## src/rtl/vga_if.sv

```systemverilog
// Raster bus between the VGA timing generator and the pixel/colour producers.
// The generator drives the scan position and pin signals, and the producer returns the colour for that position.
interface vga_if;
  logic [11:0] rgb_in;
  logic [9:0]  x;
  logic [9:0]  y;
  logic        p_tick;
  logic        video_on;
  logic        refr_tick;
  logic        hsync;
  logic        vsync;
  logic [11:0] vga_rgb;

  modport master (
    input  rgb_in,
    output x, y, p_tick, video_on, refr_tick, hsync, vsync, vga_rgb
  );

  modport slave (
    output rgb_in,
    input  x, y, p_tick, video_on, refr_tick, hsync, vsync, vga_rgb
  );
endinterface

```

## src/rtl/vga_sync_gen.sv

```systemverilog
// 640x480@60 raster timing generator: pixel divider, h/v counters, frame strobe,
// and a registered output stage that keeps colour and sync aligned at the pins.
module vga_sync_gen #(
  parameter int CLK_DIV   = 2,
  parameter int H_DISPLAY = 640,
  parameter int H_FRONT   = 16,
  parameter int H_SYNC    = 96,
  parameter int H_BACK    = 48,
  parameter int V_DISPLAY = 480,
  parameter int V_FRONT   = 10,
  parameter int V_SYNC    = 2,
  parameter int V_BACK    = 33,
  parameter bit SYNC_POL  = 1'b0
) (
  input  logic  clk,
  input  logic  rst,
  vga_if.master vga
);
  localparam int H_TOTAL = H_DISPLAY + H_FRONT + H_SYNC + H_BACK;
  localparam int V_TOTAL = V_DISPLAY + V_FRONT + V_SYNC + V_BACK;
  localparam int DIV_W   = (CLK_DIV > 1) ? $clog2(CLK_DIV) : 1;

  logic [DIV_W-1:0] div;
  logic [9:0]       h_count;
  logic [9:0]       v_count;
  logic             p_tick;
  logic             h_end;
  logic             v_end;
  logic             h_act;
  logic             v_act;
  logic             video_on;
  logic             hsync_q;
  logic             vsync_q;
  logic [11:0]      rgb_q;

  // With CLK_DIV=1 the divider register never leaves 0, so p_tick stays high.
  assign p_tick = (div == DIV_W'(CLK_DIV - 1));
  assign h_end  = (h_count == 10'(H_TOTAL - 1));
  assign v_end  = (v_count == 10'(V_TOTAL - 1));

  always_ff @(posedge clk or posedge rst) begin
    if (rst) begin
      div <= '0;
    end else if (p_tick) begin
      div <= '0;
    end else begin
      div <= div + 1'b1;
    end
  end

  always_ff @(posedge clk or posedge rst) begin
    if (rst) begin
      h_count <= '0;
      v_count <= '0;
    end else if (p_tick) begin
      if (h_end) begin
        h_count <= '0;
        v_count <= v_end ? '0 : v_count + 10'd1;
      end else begin
        h_count <= h_count + 10'd1;
      end
    end
  end

  always_comb begin
    h_act    = (h_count >= 10'(H_DISPLAY + H_FRONT)) &&
               (h_count <= 10'(H_DISPLAY + H_FRONT + H_SYNC - 1));
    v_act    = (v_count >= 10'(V_DISPLAY + V_FRONT)) &&
               (v_count <= 10'(V_DISPLAY + V_FRONT + V_SYNC - 1));
    video_on = (h_count < 10'(H_DISPLAY)) && (v_count < 10'(V_DISPLAY));
  end

  // Pins carry the pixel sampled on the previous p_tick: one pixel period behind x/y.
  always_ff @(posedge clk or posedge rst) begin
    if (rst) begin
      hsync_q <= ~SYNC_POL;
      vsync_q <= ~SYNC_POL;
      rgb_q   <= 12'h000;
    end else if (p_tick) begin
      hsync_q <= h_act ? SYNC_POL : ~SYNC_POL;
      vsync_q <= v_act ? SYNC_POL : ~SYNC_POL;
      rgb_q   <= video_on ? vga.rgb_in : 12'h000;
    end
  end

  assign vga.x         = h_count;
  assign vga.y         = v_count;
  assign vga.p_tick    = p_tick;
  assign vga.video_on  = video_on;
  assign vga.refr_tick = p_tick && (h_count == 10'd0) && (v_count == 10'(V_DISPLAY + 1));
  assign vga.hsync     = hsync_q;
  assign vga.vsync     = vsync_q;
  assign vga.vga_rgb   = rgb_q;
endmodule
```

## src/flat_wrapper.sv

```systemverilog
// flat-port wrapper written by rule: the top's interface ports become plain ports
module vga_sync_gen_flat 
#(
  parameter int CLK_DIV   = 2,
  parameter int H_DISPLAY = 640,
  parameter int H_FRONT   = 16,
  parameter int H_SYNC    = 96,
  parameter int H_BACK    = 48,
  parameter int V_DISPLAY = 480,
  parameter int V_FRONT   = 10,
  parameter int V_SYNC    = 2,
  parameter int V_BACK    = 33,
  parameter bit SYNC_POL  = 1'b0
)
  (clk, rst, vga_rgb_in, vga_x, vga_y, vga_p_tick, vga_video_on, vga_refr_tick, vga_hsync, vga_vsync, vga_vga_rgb);
  vga_if vga_i ();
  input  logic clk;
  input  logic rst;
  input wire logic [$bits(vga_i.rgb_in)-1:0] vga_rgb_in;
  output wire logic [$bits(vga_i.x)-1:0] vga_x;
  output wire logic [$bits(vga_i.y)-1:0] vga_y;
  output wire logic [$bits(vga_i.p_tick)-1:0] vga_p_tick;
  output wire logic [$bits(vga_i.video_on)-1:0] vga_video_on;
  output wire logic [$bits(vga_i.refr_tick)-1:0] vga_refr_tick;
  output wire logic [$bits(vga_i.hsync)-1:0] vga_hsync;
  output wire logic [$bits(vga_i.vsync)-1:0] vga_vsync;
  output wire logic [$bits(vga_i.vga_rgb)-1:0] vga_vga_rgb;
  assign vga_i.rgb_in = vga_rgb_in;
  assign vga_x = vga_i.x;
  assign vga_y = vga_i.y;
  assign vga_p_tick = vga_i.p_tick;
  assign vga_video_on = vga_i.video_on;
  assign vga_refr_tick = vga_i.refr_tick;
  assign vga_hsync = vga_i.hsync;
  assign vga_vsync = vga_i.vsync;
  assign vga_vga_rgb = vga_i.vga_rgb;
  vga_sync_gen #(.CLK_DIV(CLK_DIV), .H_DISPLAY(H_DISPLAY), .H_FRONT(H_FRONT), .H_SYNC(H_SYNC), .H_BACK(H_BACK), .V_DISPLAY(V_DISPLAY), .V_FRONT(V_FRONT), .V_SYNC(V_SYNC), .V_BACK(V_BACK), .SYNC_POL(SYNC_POL)) u_core (.clk(clk), .rst(rst), .vga(vga_i));
endmodule
```

## config.mk

```make
export PLATFORM = sky130hd
export DESIGN_NAME = vga_sync_gen_flat
export DESIGN_NICKNAME = d
export VERILOG_FILES = /design/src/rtl/vga_if.sv /design/src/rtl/vga_sync_gen.sv /design/src/flat_wrapper.sv
export SDC_FILE = /design/constraint.sdc
export NUM_CORES = 1
export LEC_CHECK = 0
export ABC_AREA = 1
export BUFFER_PORTS_ARGS = -buffer_cell sky130_fd_sc_hd__buf_2
export CAP_MARGIN = 0
export CELL_PAD_IN_SITES_DETAIL_PLACEMENT = 2
export CELL_PAD_IN_SITES_GLOBAL_PLACEMENT = 2
export CORE_MARGIN = 4
export CORE_UTILIZATION = 25
export DETAILED_ROUTE_END_ITERATION = 8
export PLACE_DENSITY = 0.75
export SLEW_MARGIN = 5
export SYNTH_ARGS = -nofsm -noshare
export SYNTH_HDL_FRONTEND = slang
export SYNTH_SLANG_ARGS = --single-unit
```

## constraint.sdc

```tcl
create_clock -name clk -period 1.7 [get_ports clk]
set_input_delay 0.34 -clock clk [delete_from_list [all_inputs] [get_ports clk]]
set_output_delay 0.34 -clock clk [all_outputs]
set_load 0.03 [all_outputs]
```

==> flow_results.xml <==
<?xml version="1.0" encoding="UTF-8"?>
<metrics>
  <group name="setup_path">
    <metric name="critical_path_class" unit="">register to output port</metric>
    <metric name="cp_data_required_time" unit="ps">1360</metric>
    <metric name="worstPathCellList" unit="">inv_1, ha_1, nand2_1, nor3_2, nand2_1, nor3_4, buf_6</metric>
    <metric name="worst_setup_path_start_kind" unit="">register</metric>
    <metric name="end_kind" unit="">output port</metric>
    <metric name="timing.critical_path.slowest_stage_cell" unit="">sky130_fd_sc_hd__dfrtp_1</metric>
    <metric name="crit_path_max_fanout" unit="">2</metric>
    <metric name="critical_path_most_common_cell" unit="">sky130_fd_sc_hd__nand2_1</metric>
    <metric name="cp_slowest_stage_delay" unit="ps">390</metric>
    <metric name="worstPathArrival" unit="ps">1630</metric>
  </group>
  <group name="route">
    <metric name="dr.pass1.iters" unit="">4</metric>
    <metric name="via_count" unit="">2199</metric>
    <metric name="antenna_left" unit="">0</metric>
    <metric name="route.final.wire_length" unit="um">8140</metric>
    <metric name="final_routed_drc_violation_total" unit="">0</metric>
    <metric name="route.detailed.vias_per_inst" unit="">4.65</metric>
    <metric name="wire_per_inst" unit="um">17.2</metric>
    <metric name="iteration_0_drc_markers" unit="">68</metric>
  </group>
  <group name="power">
    <metric name="switching_share" unit="%">24.1</metric>
    <metric name="p_per_area" unit="nW/um^2">574</metric>
    <metric name="cellLeakagePower" unit="uW">0.00161</metric>
    <metric name="p_switching" unit="uW">418</metric>
    <metric name="combPwrFrac" unit="%">6.1</metric>
    <metric name="vdd_ir_drop_max" unit="mV">0.257</metric>
    <metric name="internal_power" unit="uW">1320</metric>
    <metric name="power.sequential.fraction" unit="%">49.2</metric>
    <metric name="power_frac_clock" unit="%">44.6</metric>
    <metric name="final_total_pwr" unit="uW">1740</metric>
  </group>
  <group name="finish">
    <metric name="register_area" unit="sq um">890</metric>
    <metric name="post_route_cells_drive_above_1_share" unit="%">41.0</metric>
    <metric name="flow.area_growth_from_synthesis" unit="%">49.4</metric>
    <metric name="final_nets" unit="">389</metric>
    <metric name="final_util" unit="%">38.8</metric>
    <metric name="num_antenna_cells" unit="">0</metric>
    <metric name="postLayoutCellArea" unit="sq um">3030</metric>
    <metric name="multi_input_area" unit="sq um">1050</metric>
    <metric name="fillcell_total" unit="">928</metric>
  </group>
  <group name="placed_design">
    <metric name="post_dp_hpwl" unit="um">5420</metric>
    <metric name="place.gp.congestion" unit="">0.802</metric>
    <metric name="dpl-instance-area" unit="sq um">2560</metric>
    <metric name="io_buffer_count" unit="">50</metric>
  </group>
  <group name="logic_synthesis">
    <metric name="synthesis.area_per_instance" unit="sq um">7.37</metric>
    <metric name="synth.yosys.seq_area_share" unit="%">43.4</metric>
    <metric name="synth_nets" unit="">294</metric>
    <metric name="netlist_area" unit="sq um">2030</metric>
    <metric name="ys_seq_elements" unit="">35</metric>
    <metric name="yosysUniqueCellTypes" unit="">29</metric>
    <metric name="synth-warning-count" unit="">0</metric>
    <metric name="synthCells" unit="">275</metric>
  </group>
  <group name="timing">
    <metric name="finalHoldViolCount" unit="">0</metric>
    <metric name="finClkSkew" unit="ps">8.40</metric>
    <metric name="grt_setup_unrepaired" unit="">yes</metric>
    <metric name="worst-slew-pin-transition" unit="ps">508</metric>
    <metric name="final.hold.worst_slack" unit="ps">139</metric>
    <metric name="max_slew_margin" unit="%">66.0</metric>
    <metric name="finalSetupViolCount" unit="">5</metric>
    <metric name="finalCritPeriodShare" unit="%">116</metric>
    <metric name="setup_tns" unit="ps">-479</metric>
    <metric name="max_freq" unit="GHz">0.507</metric>
    <metric name="timing.final.crit_period" unit="ps">1970</metric>
    <metric name="layout_setup_ws" unit="ps">-274</metric>
    <metric name="final_max_slew_viol_count" unit="">0</metric>
  </group>
  <group name="cts">
    <metric name="clk-insertion-delay-late" unit="ps">300</metric>
    <metric name="cts.sinks" unit="">35</metric>
    <metric name="cts-buffers-inserted" unit="">5</metric>
    <metric name="cts_tree" unit="">built</metric>
    <metric name="cts.hold.buffers_added" unit="">0</metric>
    <metric name="clock_tree.root_cell" unit="">sky130_fd_sc_hd__clkbuf_8</metric>
    <metric name="cts.clk_slew.worst_paths" unit="ps">80</metric>
    <metric name="max_buffers_root_to_sink" unit="">2</metric>
    <metric name="htreeDepth" unit="">2</metric>
  </group>
  <group name="outcome">
    <metric name="outcome" unit="">complete, but fails checks</metric>
    <metric name="violated_checks" unit="">setup timing</metric>
  </group>
  <group name="floorplan">
    <metric name="dieWidth" unit="um">98.0</metric>
    <metric name="die_area" unit="sq um">9610</metric>
    <metric name="core_area" unit="sq um">7810</metric>
    <metric name="io_pins" unit="">51</metric>
    <metric name="floorplan.initialDensity" unit="%">25.9</metric>
    <metric name="die-height" unit="um">98.0</metric>
    <metric name="core.rowCount" unit="">32</metric>
  </group>
  <group name="global_route">
    <metric name="groute.usage.overall" unit="%">15.9</metric>
    <metric name="grt_start_max_net_pins" unit="">36</metric>
    <metric name="antenna_found_initial" unit="">0</metric>
    <metric name="globalRoute.totalOverflow" unit="">0</metric>
    <metric name="grt_pass1_vias" unit="">2416</metric>
    <metric name="grt_pass1_wl" unit="um">12300</metric>
  </group>
  <group name="flow_run">
    <metric name="cap_viol_max_count" unit="">0</metric>
  </group>
  <group name="min_path">
    <metric name="hold_path.class" unit="">input pin to asynchronous set/reset pin</metric>
  </group>
</metrics>
-- registers in the layout, summed over array words and instances (netlist names) --
signal	flops
u_core.vga.vga_rgb	12
u_core.vga.x	10
u_core.vga.y	10
u_core.vga.hsync	1
u_core.vga.p_tick	1
u_core.vga.vsync	1
-- power groups by stage --
stage / clock network (uW) / logic [uW] / registers (uW)
2_1_floorplan: 0 / 35.6 / 900
3_3_place_gp: 0 / 107 / 871
3_5_place_dp: 0 / 110 / 872
4_1_cts: 790 / 110 / 855
5_1_grt: 829 / 121 / 857
6_report: 775 / 107 / 855
-- critical path: cells and delay by family (launching register included) --
kind | cells | cell delay, ps
fa+ha+maj | 1 | 140
buf+inv | 2 | 240
flops | 1 | 390
simple gates | 4 | 560
-- stage by stage --
stage          instances  setup WS (ps)
4_1_cts              459           -216
3_3_place_gp         443           48.5
2_1_floorplan        275          -26.3
3_5_place_dp         443           24.5
6_report             473           -274
5_1_grt              473           -379
-- path summary, 6_finish.rpt --
check | startpoint | endpoint | slack (ps) | depth (start not counted)
max in group asynchronous | rst | u_core.vga.p_tick | 1210 | 3
min in group clk | vga_rgb_in[7] | u_core.vga.vga_rgb[7] | 350 | 5
worst max-delay path | u_core.vga.x[1] | vga_refr_tick | -270 | 7
worst max register to register | u_core.vga.x[0] | u_core.vga.y[6] | -20 | 12
worst min register to register | u_core.vga.vga_rgb[4] | u_core.vga.vga_rgb[4] | 490 | 2
worst min-delay path | rst | u_core.vga.x[5] | 140 | 3
-- layer usage --
layer	track usage [%]	part of all wire (%)
met2	29.4	55
met3	3.21	3.1
met4	4.37	2.0
met5	0	0
met1	18.4	40
-- timing repair --
action,CTS,global route
resized for setup,17,31
pin swaps,9,14
setup endpoints to repair,2,26
buffers inserted,8,18
-- synth_stat cells (all sizes together) --
master | instances | share of area, %
a22oi | 1 | 0.37
clkbuf | 3 | 0.56
buf | 6 | 2.5
xor2 | 5 | 2.2
nand2 | 82 | 16
nor3b | 1 | 0.37
o21ai | 9 | 2.2
nand4 | 5 | 1.5
nand3b | 1 | 0.37
ha | 5 | 3.1
nand3 | 31 | 7.9
dfstp | 2 | 2.6
and3 | 1 | 0.31
dfrtp | 33 | 41
nor3 | 10 | 3.0
nor4 | 1 | 0.31
a31oi | 1 | 0.31
nor2 | 29 | 6.2
inv | 45 | 8.3
a21oi | 4 | 1.4
-- final cells by class --
class	count	share of cell area, %
flip-flops and latches	35	29.4
clock buffers	5	2.27
repair buffers	97	21.9
multi-input cells	186	34.8
inverters	45	5.91
well taps	102	4.22
clock inverters	3	1.45
-- cells in the final DEF, fill, tap and decap left out, types with 3 or more instances in the layout --
cell	n
sky130_fd_sc_hd__nor2_1	23
sky130_fd_sc_hd__nand2_2	5
sky130_fd_sc_hd__ha_4	3
sky130_fd_sc_hd__nor2_2	3
sky130_fd_sc_hd__clkbuf_8	5
sky130_fd_sc_hd__buf_4	39
sky130_fd_sc_hd__nor3_4	3
sky130_fd_sc_hd__nor2_4	3
sky130_fd_sc_hd__dfrtp_2	9
sky130_fd_sc_hd__inv_2	6
sky130_fd_sc_hd__nand4_1	5
sky130_fd_sc_hd__inv_1	37
sky130_fd_sc_hd__nand3_1	27
sky130_fd_sc_hd__dfrtp_1	24
sky130_fd_sc_hd__nor3_1	4
sky130_fd_sc_hd__o21ai_0	8
sky130_fd_sc_hd__nand2_1	76
sky130_fd_sc_hd__nor3_2	3
sky130_fd_sc_hd__xor2_1	5
sky130_fd_sc_hd__nand3_2	4
sky130_fd_sc_hd__buf_6	8
sky130_fd_sc_hd__buf_2	48
-- cells by family after synthesis --
family	count (synthesis)	share of synthesized area [%]
flip-flops	35	43.4
XOR/XNOR	5	2.16
adder cells (fa/ha/maj)	5	3.09
AND/OR/NAND/NOR	161	35.7
AO/OA/AOI/OAI	15	4.26
buffers and inverters	54	11.4
No activity file was read; power rests on OpenSTA's default activity.
